`config.mk`:
```
export PLATFORM = sky130hd
export DESIGN_NAME = prio_enc_scan
export DESIGN_NICKNAME = d
export VERILOG_FILES = /design/src/rtl/prio_enc_scan.sv
export SDC_FILE = /design/constraint.sdc
export NUM_CORES = 1
export LEC_CHECK = 0
export CAP_MARGIN = 20
export CORE_MARGIN = 4
export CORE_UTILIZATION = 48
export DETAILED_ROUTE_END_ITERATION = 12
export HOLD_SLACK_MARGIN = 0.08
export PLACE_DENSITY = 0.79
export SLEW_MARGIN = 20
export SYNTH_ARGS = -nofsm -noshare
export SYNTH_HDL_FRONTEND = slang
export SYNTH_SLANG_ARGS = --single-unit
```
`constraint.sdc`:
```
create_clock -name clk -period 3.95 [get_ports clk]
set_input_delay 0.395 -clock clk [delete_from_list [all_inputs] [get_ports clk]]
set_output_delay 0.395 -clock clk [all_outputs]
set_load 0.02 [all_outputs]
```
`src/rtl/prio_enc_scan.sv`:
```
// ============================================================================
// Module      : prio_enc_scan
// Description : Registered N-bit priority encoder with stability filter,
//               max-hold capture mode, change pulse and a two-digit
//               multiplexed seven-segment hex display driver.
// Revision    : 1.0 - initial release
// ============================================================================
`default_nettype none

module prio_enc_scan #(
    parameter int N        = 16,
    parameter int STABLE   = 4,
    parameter int SCAN_DIV = 1024
) (
    input  logic                   clk,
    input  logic                   rst_n,
    input  logic                   en,
    input  logic [1:0]             mode,
    input  logic [N-1:0]           sw,
    output logic                   valid,
    output logic [$clog2(N)-1:0]   idx,
    output logic                   changed,
    output logic [7:0]             seg,
    output logic [1:0]             an
);

    localparam int IW  = $clog2(N);
    localparam int SCW = $clog2(SCAN_DIV);
    // The upper digit only carries information when the index exceeds 4 bits.
    localparam bit TWO_DIGITS = (IW > 4);

    localparam logic [1:0]     MODE_FILT = 2'b01;
    localparam logic [1:0]     MODE_HOLD = 2'b10;
    localparam logic [7:0]     CNT_LAST  = 8'(STABLE - 1);
    localparam logic [7:0]     CNT_SAT   = 8'(STABLE);
    localparam logic [SCW-1:0] SCAN_LAST = SCW'(SCAN_DIV - 1);

    // Returns {hit, index of highest set bit}; all zeros for an empty vector.
    function automatic logic [IW:0] enc(input logic [N-1:0] v);
        logic [IW:0] r;
        r = '0;
        for (int i = 0; i < N; i++) begin
            if (v[i]) r = {1'b1, IW'(i)};
        end
        return r;
    endfunction

    logic [N-1:0]   sw_prev;
    logic [N-1:0]   filt;
    logic [N-1:0]   filt_next;
    logic [7:0]     cnt;
    logic [SCW-1:0] scan;
    logic           dsel;
    logic           dsel_next;
    logic [IW:0]    e_sw;
    logic [IW:0]    e_filt;
    logic           valid_next;
    logic [IW-1:0]  idx_next;
    logic [7:0]     idx_pad;
    logic [3:0]     nibble;

    // Next filtered value; encoding it directly lets filtered outputs update
    // on the same edge the filter accepts a new value.
    always_comb begin
        filt_next = filt;
        if (!en) begin
            filt_next = '0;
        end else if ((sw == sw_prev) && (cnt == CNT_LAST)) begin
            filt_next = sw;
        end
    end

    // Mode-dependent next value of {valid, idx}.
    always_comb begin
        e_sw       = enc(sw);
        e_filt     = enc(filt_next);
        valid_next = valid;
        idx_next   = idx;
        if (!en) begin
            valid_next = 1'b0;
            idx_next   = '0;
        end else begin
            case (mode)
                MODE_FILT: begin
                    valid_next = e_filt[IW];
                    idx_next   = e_filt[IW-1:0];
                end
                MODE_HOLD: begin
                    if (e_sw[IW] && (!valid || (e_sw[IW-1:0] > idx))) begin
                        valid_next = 1'b1;
                        idx_next   = e_sw[IW-1:0];
                    end
                end
                default: begin
                    valid_next = e_sw[IW];
                    idx_next   = e_sw[IW-1:0];
                end
            endcase
        end
    end

    // Stability filter and encoder output registers.
    always_ff @(posedge clk) begin
        if (!rst_n) begin
            sw_prev <= '0;
            cnt     <= '0;
            filt    <= '0;
            valid   <= 1'b0;
            idx     <= '0;
            changed <= 1'b0;
        end else begin
            sw_prev <= sw;
            if (!en || (sw != sw_prev)) begin
                cnt <= '0;
            end else if (cnt < CNT_SAT) begin
                cnt <= cnt + 8'd1;
            end
            filt    <= filt_next;
            valid   <= valid_next;
            idx     <= idx_next;
            changed <= ({valid_next, idx_next} != {valid, idx});
        end
    end

    always_comb begin
        dsel_next = dsel;
        if (TWO_DIGITS && (scan == SCAN_LAST)) dsel_next = ~dsel;
    end

    // Digit scan timer; anodes follow the digit select so they stay aligned
    // with the combinational segment pattern.
    always_ff @(posedge clk) begin
        if (!rst_n) begin
            scan <= '0;
            dsel <= 1'b0;
            an   <= 2'b10;
        end else begin
            scan <= (scan == SCAN_LAST) ? '0 : scan + SCW'(1);
            dsel <= dsel_next;
            an   <= dsel_next ? 2'b01 : 2'b10;
        end
    end

    // Hex glyph lookup for the selected nibble, dash when nothing is valid.
    always_comb begin
        idx_pad = 8'(idx);
        nibble  = dsel ? idx_pad[7:4] : idx_pad[3:0];
        seg     = 8'hBF;
        if (valid) begin
            case (nibble)
                4'h0: seg = 8'hC0;
                4'h1: seg = 8'hF9;
                4'h2: seg = 8'hA4;
                4'h3: seg = 8'hB0;
                4'h4: seg = 8'h99;
                4'h5: seg = 8'h92;
                4'h6: seg = 8'h82;
                4'h7: seg = 8'hF8;
                4'h8: seg = 8'h80;
                4'h9: seg = 8'h90;
                4'hA: seg = 8'h88;
                4'hB: seg = 8'h83;
                4'hC: seg = 8'hC6;
                4'hD: seg = 8'hA1;
                4'hE: seg = 8'h86;
                default: seg = 8'h8E;
            endcase
        end
    end

endmodule

`default_nettype wire

```
## Word level (Yosys, flattened, before mapping)

Memories as Yosys holds them, arrays and structs flattened. A register that Yosys moved wholly into a read port is not among the register bits.
Cells that the tools add are included.

- Flip-flop bits (word level): 46
- Memory bits (read-only): 112
- Output and inout port bits: 16
- Logic and storage cells: 66
- Memories: 1

- $add $sub $neg: 1
- Order comparisons: 2
- Equality and inequality tests: 6
- Mux-type cells: 42
- Bitwise logic cells: 1
- Reductions and logical operators: 7

Memory list:

| memory | words | bits a word | rd ports | clocked after Yosys merged registers in | write ports | line | text |
|---|---|---|---|---|---|---|---|
| (name not given) | 16 | 7 | 1 | 1 | 0 | 150 | `case (nibble)` |

Operator list:

| cell | number |
|---|---|
| 5-bit 2-to-1 mux | 32 |
| 16-bit 2-to-1 mux | 2 |
| 16-bit equality test | 1 |
| 16-bit inequality test | 1 |
| 4-bit 2-to-1 mux | 3 |
| 8-bit by 1-bit adder with 8-bit output (second input constant) | 1 |
| 8-bit by 2-bit equality test with 1-bit output (second input constant) | 1 |
| 8-bit by 3-bit less-than comparator with 1-bit output (second input constant) | 1 |
| 8-bit 2-to-1 mux | 1 |
| 4-bit case mux with 2 select lines | 1 |
| 5-bit inequality test | 1 |
| 4-bit greater-than comparator | 1 |
| 2-bit by 1-bit equality test with 1-bit output (second input constant) | 1 |
| 2-bit equality test (second input constant) | 1 |
| 1-bit logical AND | 2 |
| 1-bit logical NOT | 2 |
| 1-bit logical OR | 2 |
| 1-bit 2-to-1 mux | 2 |
| 1-bit case mux with 2 select lines | 1 |
| 2-bit OR reduction | 1 |
| 1-bit inverter | 1 |

## Logic depth before layout (Yosys ltp)

- Word-level depth: 23
- Gate-level depth with buffers: 19

## Worst setup path after synthesis

OpenSTA, ideal clock, no wires.

- Kind: in2reg
- Start: input sw[13]
- End: register with a tool-made name
- Library setup time: 117 ps
- Arrival: 3859 ps
- Data required time: 3833 ps
- Setup slack: -26 ps
- Stages: 15
- Buffers on the path: 1
- Cell sequence: buf_2 -> or4_4 -> a21o_1 -> ha_1 -> and3b_1 -> a2111oi_0 -> o21a_1 -> nor2_1 -> mux2_2 -> o211a_1 -> nor2_1 -> inv_1 -> ha_1 -> mux2_2 -> a22o_1

RTL lines:

| element | line | text |
|---|---|---|
| from (decl) | 19 | `input logic [N-1:0] sw,` |

==> impl_results.md <==
- Outcome: completed
- Setup Fix Bufs, Post-CTS: 0
- I/O Buffers: 33
- Clock Latency Late Sink: 0.32 ns
- Worst path slowest cell: or4_4
- Clock slew at reported path FFs: around 0.090 ns
- R2R Path Start: cnt[4]
- H-tree levels: 2
- Hold Path Sink: cnt[5]
- Worst hold path class: reg2reg
- Die area: 7860 um^2
- Share of cells above drive strength 1: 0.177
- Syn Area/Cell: between 8 and 9 um^2
- Fin area: 3960 um^2
- Max-slew headroom: 0.583
- Die H: approximately 89 um
- Fin. max-slew vios: 0
- Gr usage total: 0.213
- Synth top area cells: dfxtp_1, nand2_1, ha_1
- Worst path cell trace: clkdlybuf4s50_1 -> or4_4 -> a21o_1 -> ha_1 -> and3b_1 -> a2111oi_2 -> o21a_1 -> buf_4 -> o21ai_1 -> o311a_1 -> o311a_4 -> and2_4 -> mux2_2 -> a22o_1
- Total of max-cap violations: 0
- Clock sinks: 53
- Main synth FF type: dfxtp_1
- Antenna violations before repair: 0
- Worst Reg-to-Reg Cells: 11
- Vias in the first global route: 2,838
- CTS root buf: clkbuf_8
- Largest net degree at the start of global routing: 22
- N_diodes: 0
- Flop2flop setup slack: between 0.6 and 0.7 ns
- Min Tclk post-route: roughly 3.7 ns
- Routed vias: 2,977
- PD cells: 290 nW/um^2
- Gpl congestion: 0.871
- Synthesized flop and latch total: 53
- Congestion Overflow GR: 0
- Max Clock Skew: around 0.010 ns
- Worst VDD drop: 0.203 mV
- Rows: 29
- Final Hold Slack: 0.466 ns
- Setup violators final: 0
- Crit Path Class: in2reg
- Setup TNS: 0 ns
- Crit path arrival time: 3.96 ns
- # placed instances: 527
- First-pass DRT Iterations: 4
- TritonCTS Buffers: 5
- DRC viols: 0
- First-pass GRT wire length: about 13,000 um
- HPWL after DPL: about 6000 um
- Die W: ~89 um
- Asr flop ratio synth: 0
- Fmax: roughly 0.27 GHz
- Slowest stage delay, CP: 0.55 ns
- Hold path startpoint: cnt[5]
- Post-Syn Instances: 387
- Worst setup EP type: register
- Count of distinct cell types in the synthesized netlist: 59
- Worst-margin pin slew: between 0.6 and 0.7 ns
- CTS tree: built
- Top cell type's share of synthesized area: 0.340
- Fin. Hold Viols: 0
- EDFF count, synth: 0
- Hold path depth: 1
- # nets final: 491
- Ys Warns: 0
- Data required, critical path: between 4 and 5 ns
- Register area share after synthesis: 0.340
- Core Util, Final: 0.626
- Routed wire length: 7850 um
- Clock Tree Buf Depth: 2
- First DRT Iteration DRCs: between 200 and 250
- CORE AREA: approximately 6300 um^2
- Final period util: 0.946
- Post-Synthesis Cell Area: 3120 um^2
- Syn-to-layout area delta: 26.7%
- Static leakage: ~1.6 nW
- Placed cell area: 3830 um^2
- I/O Pins: 37
- Crit Path Max Fanout: 5
- Initial Utilization: 0.494
- Critical path startpoint category: input pin
- Wire length per cell: approximately 15 um
- Post-route ant nets: 0
- Fin cells: 535
- RSZ-0062 raised after global routing: no
- Via-to-Cell Ratio: 5.56
- Biggest area consumer among synthesized cells: dfxtp_1
==> cells in the final DEF (no fill, tap or decap), types with 6 or more instances in the layout <==
cell and count:
buf_4 54, dfxtp_1 53, nand2_1 51, clkdlybuf4s50_1 33
a21oi_1 29, and2_1 24, nor2_1 22, inv_1 21
xor2_1 16, nor4_1 14, nor3_1 12, ha_1 11
o21ai_0 10, nand2b_1 7, mux2i_1 6, clkbuf_8 6
==> kinds of logic after synthesis <==
logic type	after synthesis	synth area share
AO/OA/AOI/OAI	87	0.192
buffers and inverters	46	0.0650
XOR/XNOR	17	0.0477
multiplexers	10	0.0337
adder cells (fa/ha/maj)	13	0.0521
flip-flops	53	0.340
AND/OR/NAND/NOR	159	0.267
other	2	0.00241
==> synth_stat cells (3+ instances only) <==
master and count:
nor2_1 24, nand2_1 51, and2_1 25, buf_2 3, o31ai_1 5, inv_1 21, o21ai_0 11, a21oi_1 29
nor4_1 14, or4_1 5, buf_4 3, xor2_1 16, nand3_1 3, mux2_2 4, nand4_1 3, nand2b_1 7
o21a_1 5, ha_1 13, o31a_1 3, clkbuf_1 17, o211ai_1 4, a22o_1 5, dfxtp_1 53, nor3_1 12
mux2i_1 6
==> worst max-delay path by stage <==
stage | start | to | slack [ns] | cells after the start
floorplan | sw[13] | register | 0.05 | 15
global placement | sw[4] | register | -0.16 | 15
detailed placement | sw[4] | register | -0.27 | 15
CTS | sw[4] | register | 0.07 | 15
global route | sw[4] | register | 0.01 | 14
finish | sw[4] | register | 0.21 | 14
==> critical path: cells and delay by family <==
kind / cells / cell delay [ns]
compound gates: 7 / 1.53
simple gates: 3 / 0.91
buf+inv: 2 / 0.57
fa+ha+maj: 1 / 0.29
mux: 1 / 0.25
==> per-layer routing <==
layer,GRT usage,vias to the layer above,part of all wire,routed length (um)
met4,0.0824,0,0.021,162
met1,0.267,1391,0.44,3460
met3,0.0354,11,0.051,397
met5,0,-,0,0
met2,0.365,84,0.49,3830
li1,-,1491,-,-
==> metrics by stage <==
step                      total power, mW  setup slack [ns]
after floorplan                     0.713            0.0529
after global placement              0.815            -0.164
after global routing                 1.20            0.0130
final                                1.15             0.214
after CTS                            1.15            0.0708
after detailed placement            0.821            -0.272
==> power by group <==
group          switching [mW]  internal, mW
clock network           0.186         0.146
logic                   0.124         0.126
registers              0.0111         0.554
total                   0.321         0.825
==> layout make-up <==
type,instances,area (um^2)
fillers,538,2360
multi-input cells,289,1880
flip-flops and latches,53,1060
repair buffers,87,736
well taps,77,96.3
clock buffers,6,82.6
inverters,21,78.8
clock inverters,2,17.5
==> timing repair <==
action,4_1_cts,5_1_grt
gates resized for setup,0,8
endpoints found under the hold margin,0,0
hold buffers,0,0
setup endpoints to repair,0,8
(Power assumes the default switching activity.)
